$ cat src/rtl/alu_sequencer.sv
// Single-issue sequencer: accepts one data-processing op, evaluates its ARM
// condition against the owned NZCV register, drives the shared ALU and returns the result.
module alu_sequencer (
  input  logic        clk,
  input  logic        reset,
  input  logic        req_valid,
  output logic        req_ready,
  input  logic [3:0]  req_cond,
  input  logic [3:0]  req_opcode,
  input  logic        req_s,
  input  logic [3:0]  req_rd,
  input  logic [31:0] req_a,
  input  logic [31:0] req_b,
  output logic [31:0] alu_a,
  output logic [31:0] alu_b,
  output logic [3:0]  alu_opcode,
  output logic        alu_carry,
  input  logic [31:0] alu_c,
  input  logic [3:0]  alu_flags,
  output logic        rsp_valid,
  input  logic        rsp_ready,
  output logic [31:0] rsp_result,
  output logic [3:0]  rsp_rd,
  output logic        rsp_we,
  output logic        rsp_executed,
  input  logic        flags_load,
  input  logic [3:0]  flags_load_data,
  output logic [3:0]  flags_q
);

  typedef enum logic [1:0] {IDLE = 2'd0, EXEC = 2'd1, RESP = 2'd2} state_t;

  state_t      state, state_next;
  logic [3:0]  cond_q, opcode_q, rd_q;
  logic        s_q;
  logic [31:0] a_q, b_q;
  logic        pass, executed, is_test, is_arith, flag_update;
  logic        n, z, c, v;

  assign n = flags_q[0];
  assign z = flags_q[1];
  assign c = flags_q[2];
  assign v = flags_q[3];

  assign alu_carry = flags_q[2];

  // NOTE: sequential state uses non-blocking assignments so every register
  // samples pre-edge values regardless of process evaluation order.
  always_ff @(posedge clk or posedge reset) begin
    if (reset) state <= IDLE;
    else       state <= state_next;
  end

  // NOTE: every output of this block gets a default first, so no path
  // through the case statement can leave a value held and infer a latch.
  always_comb begin
    state_next = state;
    req_ready  = 1'b0;
    rsp_valid  = 1'b0;
    alu_a      = '0;
    alu_b      = '0;
    alu_opcode = '0;
    unique case (state)
      IDLE: begin
        req_ready = 1'b1;
        if (req_valid) state_next = EXEC;
      end
      EXEC: begin
        state_next = RESP;
        alu_a      = a_q;
        alu_b      = b_q;
        alu_opcode = opcode_q;
        if (opcode_q == 4'hD) begin
          alu_opcode = 4'h0;
          alu_b      = ~b_q;
        end else if (opcode_q == 4'hE) begin
          alu_opcode = 4'h1;
          alu_a      = 32'hFFFF_FFFF;
        end
      end
      RESP: begin
        rsp_valid = 1'b1;
        if (rsp_ready) state_next = IDLE;
      end
      default: state_next = IDLE;
    endcase
  end

  always_comb begin
    pass = 1'b0;
    unique case (cond_q)
      4'h0: pass = z;
      4'h1: pass = ~z;
      4'h2: pass = c;
      4'h3: pass = ~c;
      4'h4: pass = n;
      4'h5: pass = ~n;
      4'h6: pass = v;
      4'h7: pass = ~v;
      4'h8: pass = c & ~z;
      4'h9: pass = ~c | z;
      4'hA: pass = (n == v);
      4'hB: pass = (n != v);
      4'hC: pass = ~z & (n == v);
      4'hD: pass = z | (n != v);
      4'hE: pass = 1'b1;
      default: pass = 1'b0;
    endcase
  end

  assign executed    = pass & (opcode_q != 4'hF);
  assign is_test     = (opcode_q inside {4'h8, 4'h9, 4'hA, 4'hB});
  assign is_arith    = (opcode_q inside {[4'h2:4'h7], 4'hA, 4'hB});
  assign flag_update = (state == EXEC) & executed & (s_q | is_test);

  always_ff @(posedge clk or posedge reset) begin
    if (reset) begin
      cond_q       <= '0;
      opcode_q     <= '0;
      s_q          <= 1'b0;
      rd_q         <= '0;
      a_q          <= '0;
      b_q          <= '0;
      rsp_result   <= '0;
      rsp_rd       <= '0;
      rsp_we       <= 1'b0;
      rsp_executed <= 1'b0;
      flags_q      <= '0;
    end else begin
      if (state == IDLE && req_valid) begin
        cond_q   <= req_cond;
        opcode_q <= req_opcode;
        s_q      <= req_s;
        rd_q     <= req_rd;
        a_q      <= req_a;
        b_q      <= req_b;
      end
      if (state == EXEC) begin
        rsp_result   <= executed ? alu_c : '0;
        rsp_rd       <= rd_q;
        rsp_we       <= executed & ~is_test;
        rsp_executed <= executed;
      end
      // An MSR write takes priority over the flag update of the op in flight.
      if (flags_load)
        flags_q <= flags_load_data;
      else if (flag_update)
        flags_q <= is_arith ? alu_flags : {flags_q[3:2], alu_flags[1:0]};
    end
  end

endmodule

$ cat config.mk
export PLATFORM = sky130hd
export DESIGN_NAME = alu_sequencer
export DESIGN_NICKNAME = d
export VERILOG_FILES = /design/src/rtl/alu_sequencer.sv
export SDC_FILE = /design/constraint.sdc
export NUM_CORES = 1
export LEC_CHECK = 0
export BUFFER_PORTS_ARGS = -buffer_cell sky130_fd_sc_hd__buf_2
export CAP_MARGIN = 20
export CORE_MARGIN = 2
export CORE_UTILIZATION = 35
export CTS_CLUSTER_SIZE = 20
export DETAILED_ROUTE_END_ITERATION = 12
export GPL_ROUTABILITY_DRIVEN = 0
export PLACE_DENSITY = 0.65
export SKIP_CTS_REPAIR_TIMING = 1
export SYNTH_ARGS = -nofsm -noshare
export SYNTH_HDL_FRONTEND = slang
export SYNTH_SLANG_ARGS = --single-unit
$ cat constraint.sdc
create_clock -name clk -period 11.1 [get_ports clk]
set_clock_uncertainty 0.05 [all_clocks]
set_input_delay 1.665 -clock clk [delete_from_list [all_inputs] [get_ports clk]]
set_output_delay 1.665 -clock clk [all_outputs]
set_load 0.02 [all_outputs]
==> results of run 1 <==
[cell usage in the layout (no fill, tap or decap), types with 3 or more instances in the layout]
cell type and n:
clkinvlp_4 4, a31oi_1 3, nand2b_1 5, clkinv_4 3, xor2_1 32, a22o_1 33
bufinv_16 5, nand2_1 6, nor2_1 99, buf_2 234, clkbuf_16 17, nand3_1 3
inv_1 6, nor2b_1 4, buf_4 3, a21oi_1 6, dfrtp_1 121, o21ai_0 5
mux2_2 78
[worst min path at each step]
| stage | endpoint | cells past startpoint |
|---|---|---|
| 2_1_floorplan | rd_q[3]$_DFFE_PP0P_ | 1 |
| 3_3_place_gp | rsp_executed$_DFFE_PP0P_ | 1 |
| 3_5_place_dp | rsp_executed$_DFFE_PP0P_ | 1 |
| 4_1_cts | rsp_executed$_DFFE_PP0P_ | 1 |
| 5_1_grt | rsp_executed$_DFFE_PP0P_ | 1 |
| 6_report | rsp_executed$_DFFE_PP0P_ | 1 |
[power groups by stage]
stage / clock network, mW / logic (mW) / registers (mW)
floorplan: 0 / 0.669 / 0.868
global placement: 0 / 0.997 / 0.806
detailed placement: 0 / 1.02 / 0.819
CTS: 0.619 / 1.03 / 0.814
global route: 0.638 / 1.11 / 0.841
finish: 0.604 / 1.02 / 0.813
[worst reg2reg max path: stages (launching register included)]
cell	delay, ns
dfrtp_1	0.38
nand2b_4	0.31
buf_4	0.45
a41oi_1	0.27
o21ai_0	0.17
a31oi_4	0.88
a31o_2	0.27
a2bb2oi_1	0.14
[stage by stage]
stage / instances / hold WS (ns) / cell area (sq um)
floorplan: 469 / 0.427 / 5490
detailed placement: 881 / 0.411 / 6790
global route: 914 / 0.454 / 7460
CTS: 913 / 0.423 / 7440
global placement: 881 / 0.407 / 6790
finish: 916 / 0.418 / 7470
[logic make-up after synthesis]
group	Yosys count	share of synthesized area
buffers and inverters	43	0.0356
flip-flops	121	0.552
XOR/XNOR	33	0.0540
AND/OR/NAND/NOR	126	0.0953
multiplexers	80	0.164
AO/OA/AOI/OAI	66	0.0994
[area by class of cell]
| cell class | instances | area, sq um |
|---|---|---|
| tap | 211 | 264 |
| clock inverter | 15 | 225 |
| fill | 1395 | 7790 |
| inverter | 7 | 28.8 |
| clock buffer | 17 | 425 |
| antenna | 2 | 5.00 |
| sequential | 121 | 3030 |
| timing repair buffer | 238 | 1210 |
| multi-input combinational | 305 | 2280 |
[state kept, by name, indices dropped and copies added (netlist names)]
register      flops
a_q              32
b_q              32
cond_q            4
flags_q           4
opcode_q          4
rd_q              4
rsp_executed      1
rsp_rd            4
rsp_result       32
rsp_we            1
s_q               1
state             2
[metal layers]
layer,wire [um],up-vias,share of wire,GRT usage
met5,0,-,0,0
met3,1200,17,0.083,0.0615
met2,7060,175,0.49,0.292
met4,208,0,0.014,0.0595
li1,-,2055,-,-
met1,6070,2137,0.42,0.198
==> flow_summary.ini, run 1 <==
[setup_path]
cp-startpoint = opcode_q[3]$_DFFE_PP0P_
max_stage_delay_ns = 0.61
setup.worst_path.class = flop to output pin
cp.arrival_ns = 2.50
path_delay_family = simple AND/OR/NAND/NOR gates
ff2ff_path_depth = 7
start_kind = flop
crit_cells = 6
endpoint = alu_opcode[3]
r2r_setup_slack_ns = 8.09
worstPathMaxFanout = 18
worst-path-buf-inv = 2
crit_chain = nand3_1 -> nor2_2 -> buf_4 -> nor2_1 -> and3_1 -> buf_2
required_ns = 9.39
crit_path_top_delay_cell = nor2_2
r2r_start = state[1]$_DFFE_PP0P_
crit_path_end_kind = output pin
r2r-end = flags_q[1]$_DFFE_PP0P_

[routing]
routed_wl_um = 14500
firstDrtPassIters = 4
ant_nets = 0
drc = 0
drtIter0Drc = 170
viasPerCell = 4.79
vias = 4384
wl_per_cell_um = 15.9

[final_layout]
drive_above_1_share = 0.511
fin_nets = 812
finish.utilization = 0.489
synthToLayoutAreaGrowth_pct = 36.1

[floorplan]
rows = 45
io_pins = 235
start_util = 0.360
dieArea_sq_um = 16700
die_width_um = 129
dieHeight_um = 129
core_area_sq_um = 15300

[run]
max_cap_viol_count = 0

[place]
portBuffers = 234
pre_cts_slack_ns = 7.32
dp_hpwl_um = 10000

[clocking]
cts_buffers = 17
clock-sinks = 121
root_buffer = clkbuf_16
clk_pin_slew_ns = 0.05
clk_latency_ns = 0.41
cts_tree = done
cts_max_level = 4
clock_path_buffers = 2

[timing]
slew_viol_final = 0
rsz0062_at_grt = no
max_slew_margin = 0.268
worst_slew_pin_slew_ns = 1.10
setup_viol = 0
fin_ws_ns = 6.89
max_freq_mhz = 237
period_minus_slack_ns = 4.21
tns_ns = 0
finalHoldViolCount = 0
period_share = 0.379

[power_and_ir_drop]
intPower_mw = 1.51
power_frac_clock = 0.248
vdd_drop_max_v = 0.000176
p_per_area_nw_per_um2 = 326
power_mw = 2.44
swShare = 0.381
switchingPower_mw = 0.929
pwr-share-seq = 0.334
leakage_nw = 3.73
p_comb_frac = 0.418

[yosys]
synth_seq_cells = 121
synthTopCellsByArea = dfrtp_1 (55%), mux2_2 (16%), nor2_1 (6.8%), a22o_1 (5.3%), xor2_1 (5.1%)
async_flop_share = 1.00
netlist_top_cells_count = dfrtp_1 (121), nor2_1 (100), mux2_2 (78), a22o_1 (33), xor2_1 (32)
yosysTopAreaCell = dfrtp_1
synth_seq_area_share = 0.552
synth_nets = 591
ys_warn_count = 0
dominantRegCellSynth = dfrtp_1
synth_cells = 469
synth.distinct_cells = 39
synth_most_common_cell = dfrtp_1
syn_area_sq_um = 5490
synth_top_area_share = 0.552
avgSynthCellArea_sq_um = 11.7
synth_edf_count = 0

[global_route]
grt-ovfl-total = 0
grt_usage = 0.170
first_global_vias = 4381
grt_pass1_wl_um = 22100
antenna_found_initial = 2
grt_max_degree = 82

[worst_hold_path]
min_path_type = flop to flop
worst_hold_startpoint = rsp_executed$_DFFE_PP0P_

[run_status]
status = finished, final reports clean
(Power assumes the default switching activity.)
==> inputs of run 2 (changes only) <==
PLACE_DENSITY = 0.67   (was 0.65)
clock period = 3.7 ns   (was 11.1 ns; I/O delays follow)
==> flow_summary.ini, run 2 (synthesized netlist as in run 1, its figures left out) <==
[final_layout]
reg.largest.list = a_q: 32 flops, b_q: 32 flops, rsp_result: 32 flops
finalNonFillerCells = 914
fin_nets = 812
diodes = 0
final_common_cell = buf_2
drive_above_1_share = 0.511
stdcell_area_sq_um = 7410
synthToLayoutAreaGrowth_pct = 35.1
final_cell_mix = buf_2 (234), dfrtp_1 (121), nor2_1 (99)
finish.utilization = 0.486

[timing]
setup_viol = 0
tns_ns = 0
max_slew_margin = 0.275
period_share = 0.819
max_freq_mhz = 330
period_minus_slack_ns = 3.03
rsz0062_at_grt = no
worst_slew_pin_slew_ns = 1.09
finalHoldViolCount = 0
slew_viol_final = 0

[setup_path]
cp.arrival_ns = 2.43
r2r_setup_slack_ns = 1.45
r2r-end = flags_q[1]$_DFFE_PP0P_
crit_chain = nand2_1 -> or3_2 -> xor2_1 -> nor2_1 -> buf_2
start_kind = flop
setup.worst_path.class = flop to output pin
max_stage_delay_ns = 0.82
worstPathMaxFanout = 34
required_ns = 3.09
ff2ff_path_depth = 7
r2r_start = state[1]$_DFFE_PP0P_
crit_path_top_delay_cell = or3_2
crit_path_end_kind = output pin

[floorplan]
rows = 45
io_pins = 235
dieHeight_um = 129
start_util = 0.360
dieArea_sq_um = 16700
die_width_um = 129
core_area_sq_um = 15300

[clocking]
cts_tree = done
clk_pin_slew_ns = 0.06
cts_buffers = 17
clock-sinks = 121
clk_latency_ns = 0.40
clock_path_buffers = 2
root_buffer = clkbuf_16
cts_max_level = 4

[run_status]
status = finished, final reports clean

[global_route]
antenna_found_initial = 0
grt_pass1_wl_um = 21400
grt_usage = 0.163
first_global_vias = 4453
grt_max_degree = 122
grt-ovfl-total = 0

[place]
placed_cell_area_sq_um = 6820
dp_hpwl_um = 9440
portBuffers = 234
dp.cells = 882

[routing]
ant_nets = 0
drtIter0Drc = 138
routed_wl_um = 13700
drc = 0
wl_per_cell_um = 15.0
viasPerCell = 4.77
vias = 4356
firstDrtPassIters = 6

[worst_hold_path]
min_path_type = input port to async pin

[power_and_ir_drop]
vdd_drop_max_v = 0.000398
p_per_area_nw_per_um2 = 959
leakage_nw = 3.70

[run]
max_cap_viol_count = 0
-- run 2: changes by cell type in the layout (fill, tap and decap cells not counted), sizes merged --
cell      change
clkbuf        +2
bufinv        -3
diode         -2
inv           +1
clkinvlp      +1
clkinv        -1
-- run 2: layout make-up --
| class | count | area, sq um |
|---|---|---|
| Tap cell | 211 | 264 |
| Inverter | 7 | 30.0 |
| Fill cell | 1394 | 7840 |
| Clock buffer | 19 | 453 |
| Clock inverter | 13 | 144 |
| Multi-Input combinational cell | 305 | 2280 |
| Timing Repair Buffer | 238 | 1210 |
| Sequential cell | 121 | 3030 |
-- run 2: layer usage --
| metal | vias to the layer above | wire [um] | GRT usage |
|---|---|---|---|
| li1 | 2044 | - | - |
| met3 | 9 | 1080 | 0.0648 |
| met5 | - | 63 | 0 |
| met1 | 2124 | 5880 | 0.197 |
| met4 | 2 | 115 | 0.0505 |
| met2 | 177 | 6550 | 0.269 |
-- run 2: power breakdown --
group | switching [mW] | internal, mW
clock network | 0.615 | 1.03
logic | 1.70 | 1.33
registers | 0.449 | 1.99
total | 2.76 | 4.35
-- run 2: worst max-delay path, delay by kind of cell (launching register included) --
family / cells / cell delay, ns
buffers and inverters: 1 / 0.18
XOR/XNOR: 1 / 0.29
AND/OR/NAND/NOR: 3 / 1.07
flip-flops: 1 / 0.44
-- run 2: through the flow --
stage                     hold WS, ns  setup WS, ns  power [mW]
final                           0.236         0.670        7.11
after global routing            0.299         0.520        7.60
after CTS                       0.297         0.651        7.21
after detailed placement        0.411          1.11        5.51
after global placement          0.409          1.14        5.40
after floorplan                 0.427          1.48        4.61
-- run 2: worst max-delay path by stage --
stage / startpoint / end / slack [ns] / cells past startpoint
after detailed placement: opcode_q[0]$_DFFE_PP0P_ / alu_b[31] / 1.11 / 5
after global routing: opcode_q[3]$_DFFE_PP0P_ / alu_b[30] / 0.52 / 5
after global placement: opcode_q[3]$_DFFE_PP0P_ / alu_b[31] / 1.14 / 5
after floorplan: opcode_q[3]$_DFFE_PP0P_ / alu_b[10] / 1.48 / 6
final: opcode_q[3]$_DFFE_PP0P_ / alu_b[30] / 0.67 / 5
after CTS: opcode_q[0]$_DFFE_PP0P_ / alu_b[30] / 0.65 / 5
==> inputs of run 3 (changes only) <==
ABC_AREA = 1   (was unset)
PLACE_DENSITY = 0.65   (was 0.67)
clock period = 2.8 ns   (was 3.7 ns; I/O delays follow)
==> flow_summary.ini, run 3 <==
[yosys]
synth_seq_cells = 121
synth.distinct_cells = 25
netlist_top_cells_count = nand2_1 (286), dfrtp_1 (121), o21ai_0 (82), a21oi_1 (67), inv_1 (52)
synth_top_area_share = 0.548
avgSynthCellArea_sq_um = 7.90
dominantRegCellSynth = dfrtp_1
synth_cells = 700
ys_warn_count = 0
synth_most_common_cell = nand2_1
synth_edf_count = 0
synth_seq_area_share = 0.548
syn_area_sq_um = 5530
synthTopCellsByArea = dfrtp_1 (55%), nand2_1 (19%), o21ai_0 (7.4%), a21oi_1 (6.1%), inv_1 (3.5%)
yosysTopAreaCell = dfrtp_1
synth_nets = 822
async_flop_share = 1.00

[power_and_ir_drop]
intPower_mw = 4.99
p_per_area_nw_per_um2 = 1100
p_comb_frac = 0.374
power_mw = 8.28
leakage_nw = 4.23
swShare = 0.397
switchingPower_mw = 3.29
vdd_drop_max_v = 0.000527
power_frac_clock = 0.280
pwr-share-seq = 0.346

[run]
max_cap_viol_count = 0

[timing]
slew_viol_final = 0
finalHoldViolCount = 0
period_share = 0.894
rsz0062_at_grt = no
hold_ws_ns = 0.135
max_slew_margin = 0.480
tns_ns = 0
worst_slew_pin_slew_ns = 0.780
setup_viol = 0
max_freq_mhz = 399
period_minus_slack_ns = 2.50

[clocking]
clock_path_buffers = 2
root_buffer = clkbuf_16
clock-sinks = 121
cts_tree = done
clk_pin_slew_ns = 0.06
cts_buffers = 17
cts_max_level = 4
clk_latency_ns = 0.41

[floorplan]
io_pins = 235
dieArea_sq_um = 16800
rows = 45
dieHeight_um = 130
core_area_sq_um = 15300
start_util = 0.361
die_width_um = 130

[setup_path]
crit_path_end_kind = output pin
start_kind = flop
setup.worst_path.class = flop to output pin
cp.arrival_ns = 2.03
crit_chain = nor3_2 -> buf_4 -> o21ai_0 -> a21oi_1 -> buf_2
worstPathMaxFanout = 66
crit_path_top_delay_cell = buf_4
required_ns = 2.33
max_stage_delay_ns = 0.46

[routing]
ant_nets = 0
drc = 0
viasPerCell = 4.46
firstDrtPassIters = 4
drtIter0Drc = 292
wl_per_cell_um = 12.9
routed_wl_um = 14800
vias = 5104

[place]
dp_hpwl_um = 10100
dp.cells = 1112
portBuffers = 234

[global_route]
grt_usage = 0.178
grt_pass1_wl_um = 23300
first_global_vias = 4801
antenna_found_initial = 0
grt-ovfl-total = 0
grt_max_degree = 122

[final_layout]
fin_nets = 1042
drive_above_1_share = 0.317
diodes = 0
final_common_cell = nand2_1
finalNonFillerCells = 1144
finish.utilization = 0.489
final_cell_mix = nand2_1 (286), buf_2 (234), dfrtp_1 (121)
synthToLayoutAreaGrowth_pct = 35.5
reg.largest.list = a_q: 32 flops, b_q: 32 flops, rsp_result: 32 flops

[worst_hold_path]
min_path_type = input port to async pin

[run_status]
status = finished, final reports clean
[run 3: layer usage]
layer | wire (um) | track usage | share of wire
met5 | 0 | 0 | 0
met4 | 236 | 0.0645 | 0.016
met3 | 1150 | 0.0615 | 0.078
met2 | 6820 | 0.288 | 0.46
met1 | 6590 | 0.220 | 0.45
[run 3: cell families (layout without fill, tap and decap cells)]
| kind of cell | count (synthesis) | after routing | share of synthesized area |
|---|---|---|---|
| flops | 121 | 121 | 0.548 |
| compound gates | 154 | 154 | 0.145 |
| simple gates | 328 | 328 | 0.233 |
| buf+inv | 97 | 330 | 0.0740 |
[run 3: through the flow]
| stage | worst slack [ns] | cell area (sq um) |
|---|---|---|
| after floorplan | 0.847 | 5530 |
| after global routing | 0.116 | 7490 |
| after detailed placement | 0.731 | 6860 |
| final | 0.296 | 7490 |
| after CTS | 0.262 | 7490 |
| after global placement | 0.728 | 6860 |
[run 3: critical path: cells and delay by family, from the launching register on]
family / cells / cell delay, ns
flops: 1 / 0.43
compound gates: 2 / 0.32
buf+inv: 2 / 0.65
simple gates: 1 / 0.18
[run 3: path summary, 6_finish.rpt]
path,depth (start not counted),to,slack [ns],start
max,5,alu_b[1],0.30,opcode_q[1]$_DFFE_PP0P_
min,3,a_q[10]$_DFFE_PP0P_,0.14,reset
max reg2reg,9,rsp_result[2]$_DFFE_PP0P_,0.79,state[1]$_DFFE_PP0P_
min reg2reg,1,rsp_executed$_DFFE_PP0P_,0.42,rsp_executed$_DFFE_PP0P_
max in group asynchronous,3,b_q[23]$_DFFE_PP0P_,2.05,reset
min in group clk,3,b_q[4]$_DFFE_PP0P_,0.14,req_b[4]
[run 3: area by class of cell]
type                    count  area (sq um)
fillers                  1542          7820
flip-flops and latches    121          3030
multi-input cells         482          2100
repair buffers            242          1260
clock buffers              21           460
well taps                 211           264
inverters                  56           216
clock inverters            11           170
[run 3: power groups by stage]
stage	logic (mW)	clock network, mW	registers (mW)
final	3.09	2.32	2.87
after global routing	3.51	2.46	2.96
after CTS	3.16	2.37	2.87
after detailed placement	3.14	0	2.89
after global placement	3.10	0	2.87
after floorplan	2.00	0	3.04
